--- src/rtl/surf_id_pkg.sv ---
// Shared definitions for the SURF ID/control space.
// Holds the default device-DNA length, the Wishbone word indices of the
// DNA readout block, the control/status bit positions, and the encoding of
// the DNA readout sequencer states.
package surf_id_pkg;

  localparam int unsigned DNA_BITS_DEFAULT = 96;

  // Word indices selected by wb_adr_i[3:2].
  localparam logic [1:0] DNA_W0   = 2'd0;
  localparam logic [1:0] DNA_W1   = 2'd1;
  localparam logic [1:0] DNA_W2   = 2'd2;
  localparam logic [1:0] DNA_CTRL = 2'd3;

  // Bit positions inside the control/status word.
  localparam int unsigned CTRL_BUSY    = 0;
  localparam int unsigned CTRL_VALID   = 1;
  localparam int unsigned CTRL_RESTART = 31;

  // Sequencer states.
  typedef logic [1:0] dna_state_t;
  localparam dna_state_t IDLE  = 2'd0;
  localparam dna_state_t READ  = 2'd1;
  localparam dna_state_t SHIFT = 2'd2;
  localparam dna_state_t DONE  = 2'd3;

endpackage

--- src/rtl/surf_dna_wb_regs.sv ---
// Wishbone slave for the DNA readout block.
// Decodes the four-word register window, generates a registered one-cycle
// ack, registers the readback data alongside it, and turns a write of the
// restart bit in the control word into a single-cycle restart request.
// Ports:
//   wb_clk_i, wb_rst_i   Wishbone clock and synchronous active-high reset
//   wb_cyc_i..wb_sel_i   Wishbone request
//   wb_ack_o, wb_dat_o   registered ack and read data
//   dna_i                captured DNA holding register
//   valid_i, busy_i      sequencer status
//   restart_o            restart request (combinational, one cycle per write)
module surf_dna_wb_regs
  import surf_id_pkg::*;
#(
  parameter int unsigned DNA_BITS = DNA_BITS_DEFAULT
) (
  input  logic                wb_clk_i,
  input  logic                wb_rst_i,
  input  logic                wb_cyc_i,
  input  logic                wb_stb_i,
  input  logic                wb_we_i,
  input  logic [3:0]          wb_adr_i,
  input  logic [31:0]         wb_dat_i,
  input  logic [3:0]          wb_sel_i,
  output logic                wb_ack_o,
  output logic [31:0]         wb_dat_o,
  input  logic [DNA_BITS-1:0] dna_i,
  input  logic                valid_i,
  input  logic                busy_i,
  output logic                restart_o
);

  logic        ack_q, ack_d;
  logic [31:0] dat_q, dat_d;
  logic        access;
  logic [1:0]  word;
  logic [95:0] dna_pad;
  logic [31:0] rdata;

  // Bits of the request that carry no meaning in this register map.
  logic unused_wb;
  assign unused_wb = ^{wb_adr_i[1:0], wb_dat_i[30:0], wb_sel_i[2:0]};

  // A new access is taken only while ack is low, so a held cyc/stb produces
  // alternating acks rather than a continuous one.
  assign access  = wb_cyc_i & wb_stb_i & ~ack_q;
  assign word    = wb_adr_i[3:2];
  assign dna_pad = 96'(dna_i);

  always_comb begin
    rdata = '0;
    case (word)
      DNA_W0:   rdata = dna_pad[31:0];
      DNA_W1:   rdata = dna_pad[63:32];
      DNA_W2:   rdata = dna_pad[95:64];
      DNA_CTRL: begin
        rdata[CTRL_VALID] = valid_i;
        rdata[CTRL_BUSY]  = busy_i;
      end
      default:  rdata = '0;
    endcase
  end

  assign restart_o = access & wb_we_i & (word == DNA_CTRL) & wb_sel_i[3] &
                     wb_dat_i[CTRL_RESTART];

  always_comb begin
    ack_d = access;
    dat_d = dat_q;
    if (access) begin
      dat_d = rdata;
    end
  end

  always_ff @(posedge wb_clk_i) begin
    if (wb_rst_i) begin
      ack_q <= 1'b0;
      dat_q <= '0;
    end else begin
      ack_q <= ack_d;
      dat_q <= dat_d;
    end
  end

  assign wb_ack_o = ack_q;
  assign wb_dat_o = dat_q;

endmodule

--- src/rtl/surf_dna_sequencer.sv ---
// Autonomous readout sequencer for the DNA_PORTE2 device-DNA primitive.
// On reset (AUTO_START=1), a start_i pulse or a Wishbone restart write it
// pulses READ, then clocks SHIFT DNA_BITS times, capturing DOUT LSB-first
// into a holding register exposed on dna_o and over Wishbone.
// Ports:
//   wb_*          Wishbone slave (clock also drives the primitive CLK)
//   start_i       hardware restart pulse
//   dna_read_o    DNA_PORTE2 READ
//   dna_shift_o   DNA_PORTE2 SHIFT
//   dna_din_o     DNA_PORTE2 DIN (tied low)
//   dna_dout_i    DNA_PORTE2 DOUT
//   busy_o        readout in progress
//   valid_o       dna_o holds a complete DNA
//   dna_o         holding register
module surf_dna_sequencer
  import surf_id_pkg::*;
#(
  parameter int unsigned DNA_BITS   = DNA_BITS_DEFAULT,
  parameter bit          AUTO_START = 1'b1,
  parameter int unsigned CLK_DIV    = 1
) (
  input  logic                wb_clk_i,
  input  logic                wb_rst_i,
  input  logic                wb_cyc_i,
  input  logic                wb_stb_i,
  input  logic                wb_we_i,
  input  logic [3:0]          wb_adr_i,
  input  logic [31:0]         wb_dat_i,
  input  logic [3:0]          wb_sel_i,
  output logic                wb_ack_o,
  output logic                wb_err_o,
  output logic                wb_rty_o,
  output logic [31:0]         wb_dat_o,
  input  logic                start_i,
  output logic                dna_read_o,
  output logic                dna_shift_o,
  output logic                dna_din_o,
  input  logic                dna_dout_i,
  output logic                busy_o,
  output logic                valid_o,
  output logic [DNA_BITS-1:0] dna_o
);

  localparam int unsigned    DivW    = $clog2(CLK_DIV) + 1;
  localparam int unsigned    CntW    = $clog2(DNA_BITS) + 1;
  localparam logic [DivW-1:0] DivLast = DivW'(CLK_DIV - 1);
  localparam logic [CntW-1:0] CntLast = CntW'(DNA_BITS - 1);

  dna_state_t          state_q, state_d;
  logic [DivW-1:0]     div_q, div_d;
  logic [CntW-1:0]     bitcnt_q, bitcnt_d;
  logic [DNA_BITS-1:0] sreg_q, sreg_d;
  logic [DNA_BITS-1:0] dna_q, dna_d;
  logic                pend_q, pend_d;
  logic                restart;
  logic                step_last;
  logic                start_req;

  surf_dna_wb_regs #(
    .DNA_BITS (DNA_BITS)
  ) u_wb_regs (
    .wb_clk_i  (wb_clk_i),
    .wb_rst_i  (wb_rst_i),
    .wb_cyc_i  (wb_cyc_i),
    .wb_stb_i  (wb_stb_i),
    .wb_we_i   (wb_we_i),
    .wb_adr_i  (wb_adr_i),
    .wb_dat_i  (wb_dat_i),
    .wb_sel_i  (wb_sel_i),
    .wb_ack_o  (wb_ack_o),
    .wb_dat_o  (wb_dat_o),
    .dna_i     (dna_q),
    .valid_i   (valid_o),
    .busy_i    (busy_o),
    .restart_o (restart)
  );

  assign step_last = (div_q == DivLast);
  // All start sources merge here, so coincident requests yield one readout.
  assign start_req = start_i | pend_q | restart;

  always_comb begin
    state_d  = state_q;
    div_d    = div_q;
    bitcnt_d = bitcnt_q;
    sreg_d   = sreg_q;
    dna_d    = dna_q;
    pend_d   = pend_q;
    case (state_q)
      IDLE, DONE: begin
        if (start_req) begin
          state_d = READ;
          div_d   = '0;
          pend_d  = 1'b0;
        end
      end
      READ: begin
        if (step_last) begin
          state_d  = SHIFT;
          div_d    = '0;
          bitcnt_d = '0;
        end else begin
          div_d = div_q + 1'b1;
        end
      end
      SHIFT: begin
        if (step_last) begin
          // DOUT already presents the next bit; capture it on the shift edge.
          sreg_d   = {dna_dout_i, sreg_q[DNA_BITS-1:1]};
          bitcnt_d = bitcnt_q + 1'b1;
          div_d    = '0;
          if (bitcnt_q == CntLast) begin
            state_d = DONE;
            dna_d   = sreg_d;
          end
        end else begin
          div_d = div_q + 1'b1;
        end
      end
      default: state_d = IDLE;
    endcase
  end

  always_ff @(posedge wb_clk_i) begin
    if (wb_rst_i) begin
      state_q  <= IDLE;
      div_q    <= '0;
      bitcnt_q <= '0;
      sreg_q   <= '0;
      dna_q    <= '0;
      pend_q   <= AUTO_START;
    end else begin
      state_q  <= state_d;
      div_q    <= div_d;
      bitcnt_q <= bitcnt_d;
      sreg_q   <= sreg_d;
      dna_q    <= dna_d;
      pend_q   <= pend_d;
    end
  end

  // Strobes decoded from registered state only; the states are exclusive so
  // READ and SHIFT can never be high together.
  assign dna_read_o  = (state_q == READ) & step_last;
  assign dna_shift_o = (state_q == SHIFT) & step_last;
  assign dna_din_o   = 1'b0;
  assign busy_o      = (state_q == READ) | (state_q == SHIFT);
  assign valid_o     = (state_q == DONE);
  assign dna_o       = dna_q;
  assign wb_err_o    = 1'b0;
  assign wb_rty_o    = 1'b0;

endmodule

--- config.mk ---
export PLATFORM = sky130hd
export DESIGN_NAME = surf_dna_sequencer
export DESIGN_NICKNAME = d
export VERILOG_FILES = /design/src/rtl/surf_id_pkg.sv /design/src/rtl/surf_dna_wb_regs.sv /design/src/rtl/surf_dna_sequencer.sv
export SDC_FILE = /design/constraint.sdc
export NUM_CORES = 1
export LEC_CHECK = 0
export ABC_AREA = 1
export BUFFER_PORTS_ARGS = -buffer_cell sky130_fd_sc_hd__buf_2
export CAP_MARGIN = 0
export CORE_MARGIN = 1
export CORE_UTILIZATION = 59
export CTS_CLUSTER_DIAMETER = 150
export DETAILED_ROUTE_END_ITERATION = 7
export GPL_ROUTABILITY_DRIVEN = 0
export GPL_TIMING_DRIVEN = 0
export PLACE_DENSITY = 0.87
export SLEW_MARGIN = 10
export SYNTH_ARGS = -nofsm -noshare
export SYNTH_HDL_FRONTEND = slang
export SYNTH_SLANG_ARGS = --single-unit
--- constraint.sdc ---
create_clock -name wb_clk_i -period 2.88 [get_ports wb_clk_i]
set_clock_uncertainty 0.05 [all_clocks]
set_input_delay 0.576 -clock wb_clk_i [delete_from_list [all_inputs] [get_ports wb_clk_i]]
set_output_delay 0.576 -clock wb_clk_i [all_outputs]
set_load 0.01 [all_outputs]
==> flow_results.org, run 1 <==
** Status
- Status :: completed

** Global routing
- The number of antenna violations at the first check in global routing was 1.
- The via count of the first global-routing pass came to between 8000 and 9000.
- Wire length of the first global-routing pass :: ~42 mm
- Across every metal layer, demand over resource in global routing totals approximately 33%.
- Pin count of the biggest net entering global routing :: 15
- Global routing finished with a remaining overflow of 0.

** Yosys
- In the synthesized netlist the dominant register cell turns out to be dfxtp_1.
- Distinct cell type count after synthesis :: 25
- Post-synthesis mux area share :: 0%
- Area fraction of the dominant cell type after synthesis :: about half
- The synthesized design contains between 200 and 250 register bits.
- Mean instance size in the synthesized netlist :: 7.51 um2
- Of the total synthesized cell area, the portion taken by full adders, half adders and majority gates is 0.681%.
- In the synthesized netlist the async set-or-reset flop fraction comes to 0%.
- Cell type contributing the most total cell area after synthesis :: dfxtp_1
- For this run, the register share of the synthesized area comes to between 50% and 60%.
- During synthesis, Yosys emitted a total of 0 warnings.
- Post-synthesis compound-gate area fraction :: between 10% and 20%
- By area the synthesized netlist is led by dfxtp_1 (51%), nor2_1 (8.1%), a21oi_1 (7.5%), o21ai_0 (6.0%), nand2_1 (5.5%).
- Cell Area, Synth :: between 9000 and 10000 um2
- Simple-Gate Fraction of Synth Area :: between 20% and 30%
- Xor and xnor area share after synthesis :: 0%
- Post-synthesis cell count :: between 1000 and 1500
- The synthesized design contains 0 enable-type register cells.
- Dominant combinational cell family by area after synthesis :: simple AND/OR/NAND/NOR gates

** Pwr
- Total power density per cell area :: roughly 780 nW/um2
- Overall power consumption after layout is estimated at roughly 8.5 mW.
- Worst-case vdd ir drop :: 0.473 mV
- P_leak :: around 4.7 nW

** Timing
- Post-route setup TNS :: 0 ps
- Fin Hold WS :: around 400 ps
- Setup repair after global routing left no endpoint under its margin.
- Setup violation total in the final timing report :: 0
- The hold violation count in the final report is 0.
- Maximum clock rate :: between 300 and 400 MHz
- For the finished layout, the period the worst path requires is ~2600 ps.
- Slew Viols, Final :: 0
- For the pin with the worst max-slew slack, the measured transition is between 800 and 900 ps.
- Measured against its own limit, the worst slew margin works out to roughly 44%.
- Post-route fraction of the period consumed by the critical path :: about nine tenths

** Place
- Cell total after placement :: 1556
- Detail Placement HPWL :: roughly 19 mm
- Count of port buffers added during placement :: about 140

** Worst setup path
- Largest fanout of any net on the critical path :: 10
- CP endpoint kind :: primary output
- The worst setup path is launched from a register.
- Data required time at the worst endpoint :: about 2300 ps
- Data arrives at the worst endpoint at 1930 ps.
- By startpoint and endpoint, the worst setup path is classified as register to primary output.

** Floorplan
- Initial core utilization :: about three fifths
- 183 I/O pins were placed.
- The die covers 16100 um2.
- Floorplan die height :: approximately 130 um
- Core region area :: 15200 um2
- Number of cell rows :: between 40 and 50
- Chip Width :: roughly 130 um

** CTS
- CTS clock-pin slew for the worst setup and hold paths :: 70 ps
- Post-CTS sizing :: 0
- Number of hold-repair buffers added at the cts stage :: 0
- TritonCTS built the clock tree.
- Level count of the clock H-tree :: 1
- Post-CTS repair timing setup buffer count :: 0
- In this run the clock root is driven by a clkbuf_16.
- Worst-Skew Late Latency :: roughly 510 ps
- The tree built by TritonCTS fans out to between 200 and 250 sinks.
- Counting along the longest clock path gives a buffer depth of 3.
- Num CTS Buffers :: 23

** Route
- After detailed routing, the average wire length per cell comes to between 15 and 20 um.
- DRC violations left :: 0
- Post-detailed-routing wire length :: about 27 mm
- Number of search-and-repair iterations in the first detailed-routing pass :: 5
- Post-DR vias/cell :: around 5.7
- For this block, the initial DRC count from the detailed router was just under 1000.
- The routed design uses about 2.5 mm of met3 wire.
- Met2 wire len :: 11.9 mm
- Top routing layer used :: met4
- Number of nets still failing antenna checks after routing :: 0
- Overall via count from detail_route :: 9159
- For this block, wires on met1 add up to ~11 mm.

** Final layout
- Core utilization of the finished layout :: between 70 and 80%
- Area Growth Syn to Fin :: 18.8%
- The library cells used most frequently in the layout, excluding fill and tap cells, are dfxtp_1 (235), nor2_1 (198), buf_2 (166).
- Fillers :: 1179
- Leaving out fill and tap cells, the most frequent cell in the layout is dfxtp_1.
- The final layout contains 1445 nets.
- Excluding fillers, the count of instances in the completed layout stands at ~1600.
- Cells with a size suffix above 1 make up between 10% and 20% of the layout.

** Worst hold path
- Class of the worst hold path :: register to register

** Job
- Across the run, the number of max-cap violations was 0.
[layout make-up]
| class | instances | area (um2) | share of cell area [%] |
|---|---|---|---|
| Antenna cell | 1 | 2.50 | 0.0229 |
| Clock inverter | 9 | 123 | 1.12 |
| Inverter | 113 | 424 | 3.88 |
| Timing Repair Buffer | 142 | 711 | 6.51 |
| Tap cell | 188 | 235 | 2.15 |
| Multi-Input combinational cell | 784 | 3560 | 32.6 |
| Clock buffer | 32 | 649 | 5.95 |
| Buffer | 94 | 514 | 4.71 |
| Sequential cell | 235 | 4700 | 43.1 |
[metrics by stage]
stage / area (um2) / worst slack (ps)
finish: 10900 / 325
global route: 10900 / 273
CTS: 10900 / 387
detailed placement: 10100 / 670
global placement: 10100 / 659
floorplan: 9200 / 1280
[worst max-delay path, stage by stage, from the launching register on]
cell	delay [ps]
dfxtp_1	420
inv_1	70
ha_1	350
clkinv_1	310
buf_2	260
[synth_stat cells (2+ instances only)]
library cell,instances
dfxtp_1,235
nor2_1,198
a21oi_1,137
nand2_1,135
inv_1,111
o21ai_0,110
nor3_1,80
o21ai_1,54
nand3_1,53
clkbuf_1,45
buf_2,24
buf_6,15
buf_1,5
buf_4,5
ha_1,5
nand4_1,2
nor2_2,2
[worst paths after layout]
check | from | endpoint | slack (ps) | depth (start not counted)
max | state_q[0] | busy_o | 330 | 4
max reg2reg | state_q[0] | dna_o[36] | 880 | 9
min | u_wb_regs.wb_dat_o[7] | u_wb_regs.wb_dat_o[7] | 410 | 2
min reg2reg | u_wb_regs.wb_dat_o[7] | u_wb_regs.wb_dat_o[7] | 410 | 2
[state kept, by name, indices dropped and copies added (netlist names)]
name / cells
pend_q: 1
bitcnt_q: 8
u_wb_regs.wb_dat_o: 32
state_q: 2
u_wb_regs.wb_ack_o: 1
sreg_q: 95
dna_o: 96
[cells by family after synthesis]
kind of cell,count (synthesis)
adder cells (fa/ha/maj),5
other,1
buffers and inverters,207
AND/OR/NAND/NOR,471
AO/OA/AOI/OAI,305
flip-flops,235
[where the power goes]
part	switching (mW)	total (mW)	internal, mW
Clock	1.25	3.09	1.84
Combinational	0.940	1.37	0.435
Sequential	0.303	4.02	3.72
[routing by layer]
metal  vias to the layer above  GRT usage [%]
li1                       4297              -
met1                      4191           43.7
met2                       545           52.7
met3                       126           4.22
met4                         0           19.7
met5                         -              0
Note: power is estimated with default switching activity, not from simulation.
==> run 2, diff against run 1 <==
--- a/config.mk
+++ b/config.mk
@@ -6,15 +6,15 @@
 export NUM_CORES = 1
 export LEC_CHECK = 0
 export ABC_AREA = 1
-export BUFFER_PORTS_ARGS = -buffer_cell sky130_fd_sc_hd__buf_2
 export CAP_MARGIN = 0
 export CORE_MARGIN = 1
-export CORE_UTILIZATION = 59
+export CORE_UTILIZATION = 67
 export CTS_CLUSTER_DIAMETER = 150
 export DETAILED_ROUTE_END_ITERATION = 7
+export DONT_BUFFER_PORTS = 1
 export GPL_ROUTABILITY_DRIVEN = 0
 export GPL_TIMING_DRIVEN = 0
-export PLACE_DENSITY = 0.87
+export PLACE_DENSITY = 0.85
 export SLEW_MARGIN = 10
 export SYNTH_ARGS = -nofsm -noshare
 export SYNTH_HDL_FRONTEND = slang
==> run 2 against run 1 <==
Effect of this change:
- non-clock buffer count shrank 142
- hold slack worse by 160 ps
- total power decreased by 3.1%
- utilization grew 4.4 points
- first-iteration DRC count fell by 13%
- register-to-register slack worse by 90 ps
==> flow_results.org, run 2 (synthesized netlist as in run 1, its figures left out) <==
** Route
- Post-detailed-routing wire length :: 25.6 mm
- The pre-antenna-repair detailed-routing pass consisted of 8 iterations.
- After detailed routing, the number of remaining DRC violations is 0.
- Wire length per cell :: ~18 um
- Detailed routing inserted a total of 8441 vias.
- The detailed router finished its first iteration with approximately 870 violations.
- Using the TritonRoute via totals, the vias-per-cell ratio works out to ~5.8.
- Once detail routing completed, the nets flagged for antenna violations numbered 0.

** CTS
- After clock tree synthesis, the clock-pin slew on the worst setup and hold paths is around 60 ps.
- The number of hold buffers added after CTS was 0.
- TritonCTS built the clock tree.
- Gates resized during post-CTS repair numbered 0.
- Level count of the clock H-tree :: 1
- Worst-Skew Late Latency :: about 510 ps
- Post-CTS repair timing setup buffer count :: 0
- Clock sink total :: ~240
- Num CTS Buffers :: 23
- In this run the deepest clock path goes through 3 buffers.
- Clock tree synthesis selected as its root buffer the cell clkbuf_16.

** Global routing
- Wire length of the first global-routing pass :: 40.1 mm
- The total overflow left after global routing is 0.
- Initial antenna violation count :: 0
- GRT Total Usage :: 35.7%
- Pin count of the biggest net entering global routing :: 14
- The via count of the first global-routing pass is a little under 8000.

** Worst setup path
- Setup slack on the worst reg-to-reg path comes out at slightly below 800 ps.
- For the worst flop-to-flop path, the logic depth is 9.
- R2R Path End :: dna_o[37]
- Setup crit start kind :: register
- The worst register-to-register path begins at state_q[0].
- Arrival time reported for the critical path endpoint :: ~1600 ps
- STA puts the critical path data required time at ~2300 ps.
- The worst setup path is of the register to primary output kind.
- The critical path ends at busy_o.
- STA classifies the critical path endpoint as a primary output.
- Largest fanout of any net on the critical path :: 10
- In this run the worst setup path begins at state_q[0].

** Timing
- For the final routed database, the setup TNS stands at 0 ps.
- PnR worst setup slack :: approximately 600 ps
- In the finished design, the share of the clock period the worst path needs comes to between 70% and 80%.
- Final hold analysis gives a worst-case slack of around 250 ps.
- Setup violation total in the final timing report :: 0
- Final period demand of the worst path :: ~2300 ps
- Based on the critical path, the design can be clocked at up to 441 MHz.
- Slew Viols, Final :: 0
- Headroom to the max-slew limit came out at roughly 47%.
- The hold violation count in the final report was 0.
- Unrepaired setup endpoints after global routing :: no
- At the pin with the least slew margin, the transition time is approximately 790 ps.

** Place
- Before CTS, the worst setup slack after placement is about 850 ps.
- Cell total after placement :: 1402
- Input and output buffers added on the ports amount to 0.
- Detailed placement finished with a half-perimeter wire length of 18.2 mm.

** Floorplan
- Number of cell rows :: 42
- Chip Width :: approximately 120 um
- Overall die area :: around 14000 um2
- From bottom edge to top edge, the die measures 119 um.
- Initial core utilization :: 69.1%
- IO Count :: about 180
- Core region area :: ~13000 um2

** Pwr
- In this run the power density over the cells is slightly above 800 nW/um2.
- In this run the static leakage power is 3.90 nW.
- Power after layout :: a little over 8 mW
- VDD sags by at most approximately 0.54 mV.

** Final layout
- Flip-flop count of the largest register, all copies and words added :: 96
- 0 antenna diodes ended up in the layout.
- Fill cells in the final layout number about 980.
- Commonest non-fill, non-tap cell in the layout :: dfxtp_1
- Final non-filler cell total :: approximately 1400
- Area Growth Syn to Fin :: 10.2%
- Net count, final :: between 1000 and 1500
- Fraction of final layout cells sized beyond drive strength 1 :: under 10%
- The library cells used most frequently in the layout, excluding fill and tap cells, are dfxtp_1 (235), nor2_1 (198), a21oi_1 (137).

** Job
- The tool flagged a number of max-cap violations equal to 0.

** Worst hold path
- The worst hold path belongs to the class input port to register.

** Status
- Status :: completed
## run 2: cell types whose count changed in the layout (fill, tap and decap cells not counted)
cell / change
diode_2: -1
inv_6: +1
buf_2: -142
clkinvlp_4: -1
clkinv_2: -4
clkbuf_8: +2
clkbuf_1: +5
bufinv_16: -3
## run 2: worst min path at each step
stage	from	endpoint	depth (start not counted)
after detailed placement	bitcnt_q[7]	bitcnt_q[7]	2
after floorplan	pend_q	pend_q	2
after global placement	pend_q	pend_q	2
after CTS	wb_adr_i[2]	u_wb_regs.wb_dat_o[1]	3
after global routing	wb_adr_i[2]	u_wb_regs.wb_dat_o[1]	3
final	wb_adr_i[2]	u_wb_regs.wb_dat_o[1]	3
## run 2: critical path, stage by stage (launching register included)
cell	delay, ps
dfxtp_1	410
inv_1	70
ha_1	340
clkinv_1	330
## run 2: final cells by class
type / count / area (um2) / area share (%)
clock inverters: 2 / 13.8 / 0.136
clock buffers: 39 / 696 / 6.87
inverters: 113 / 424 / 4.19
well taps: 176 / 220 / 2.17
plain buffers: 94 / 514 / 5.08
flip-flops and latches: 235 / 4700 / 46.4
multi-input cells: 784 / 3560 / 35.1
## run 2: where the power goes
part           internal, mW  switching (mW)  total [mW]
clock                  1.64            1.23        2.86
combinational         0.417           0.916        1.33
sequential             3.72           0.307        4.02
total                  5.77            2.45        8.22
## run 2: routing by layer
metal | track usage [%] | wire [um] | up-vias
met3 | 9.00 | 2520 | 82
met5 | 0 | 0 | -
li1 | - | - | 4019
met4 | 19.1 | 1350 | 0
met1 | 45.0 | 10300 | 3907
met2 | 56.3 | 11400 | 433
## run 2: stage by stage
stage / utilization, % / cell area, um2
final: 76.2 / 10100
after global routing: 76.2 / 10100
after CTS: 76.2 / 10100
after detailed placement: 70.9 / 9420
after global placement: 70.9 / 9420
after floorplan: - / 9200
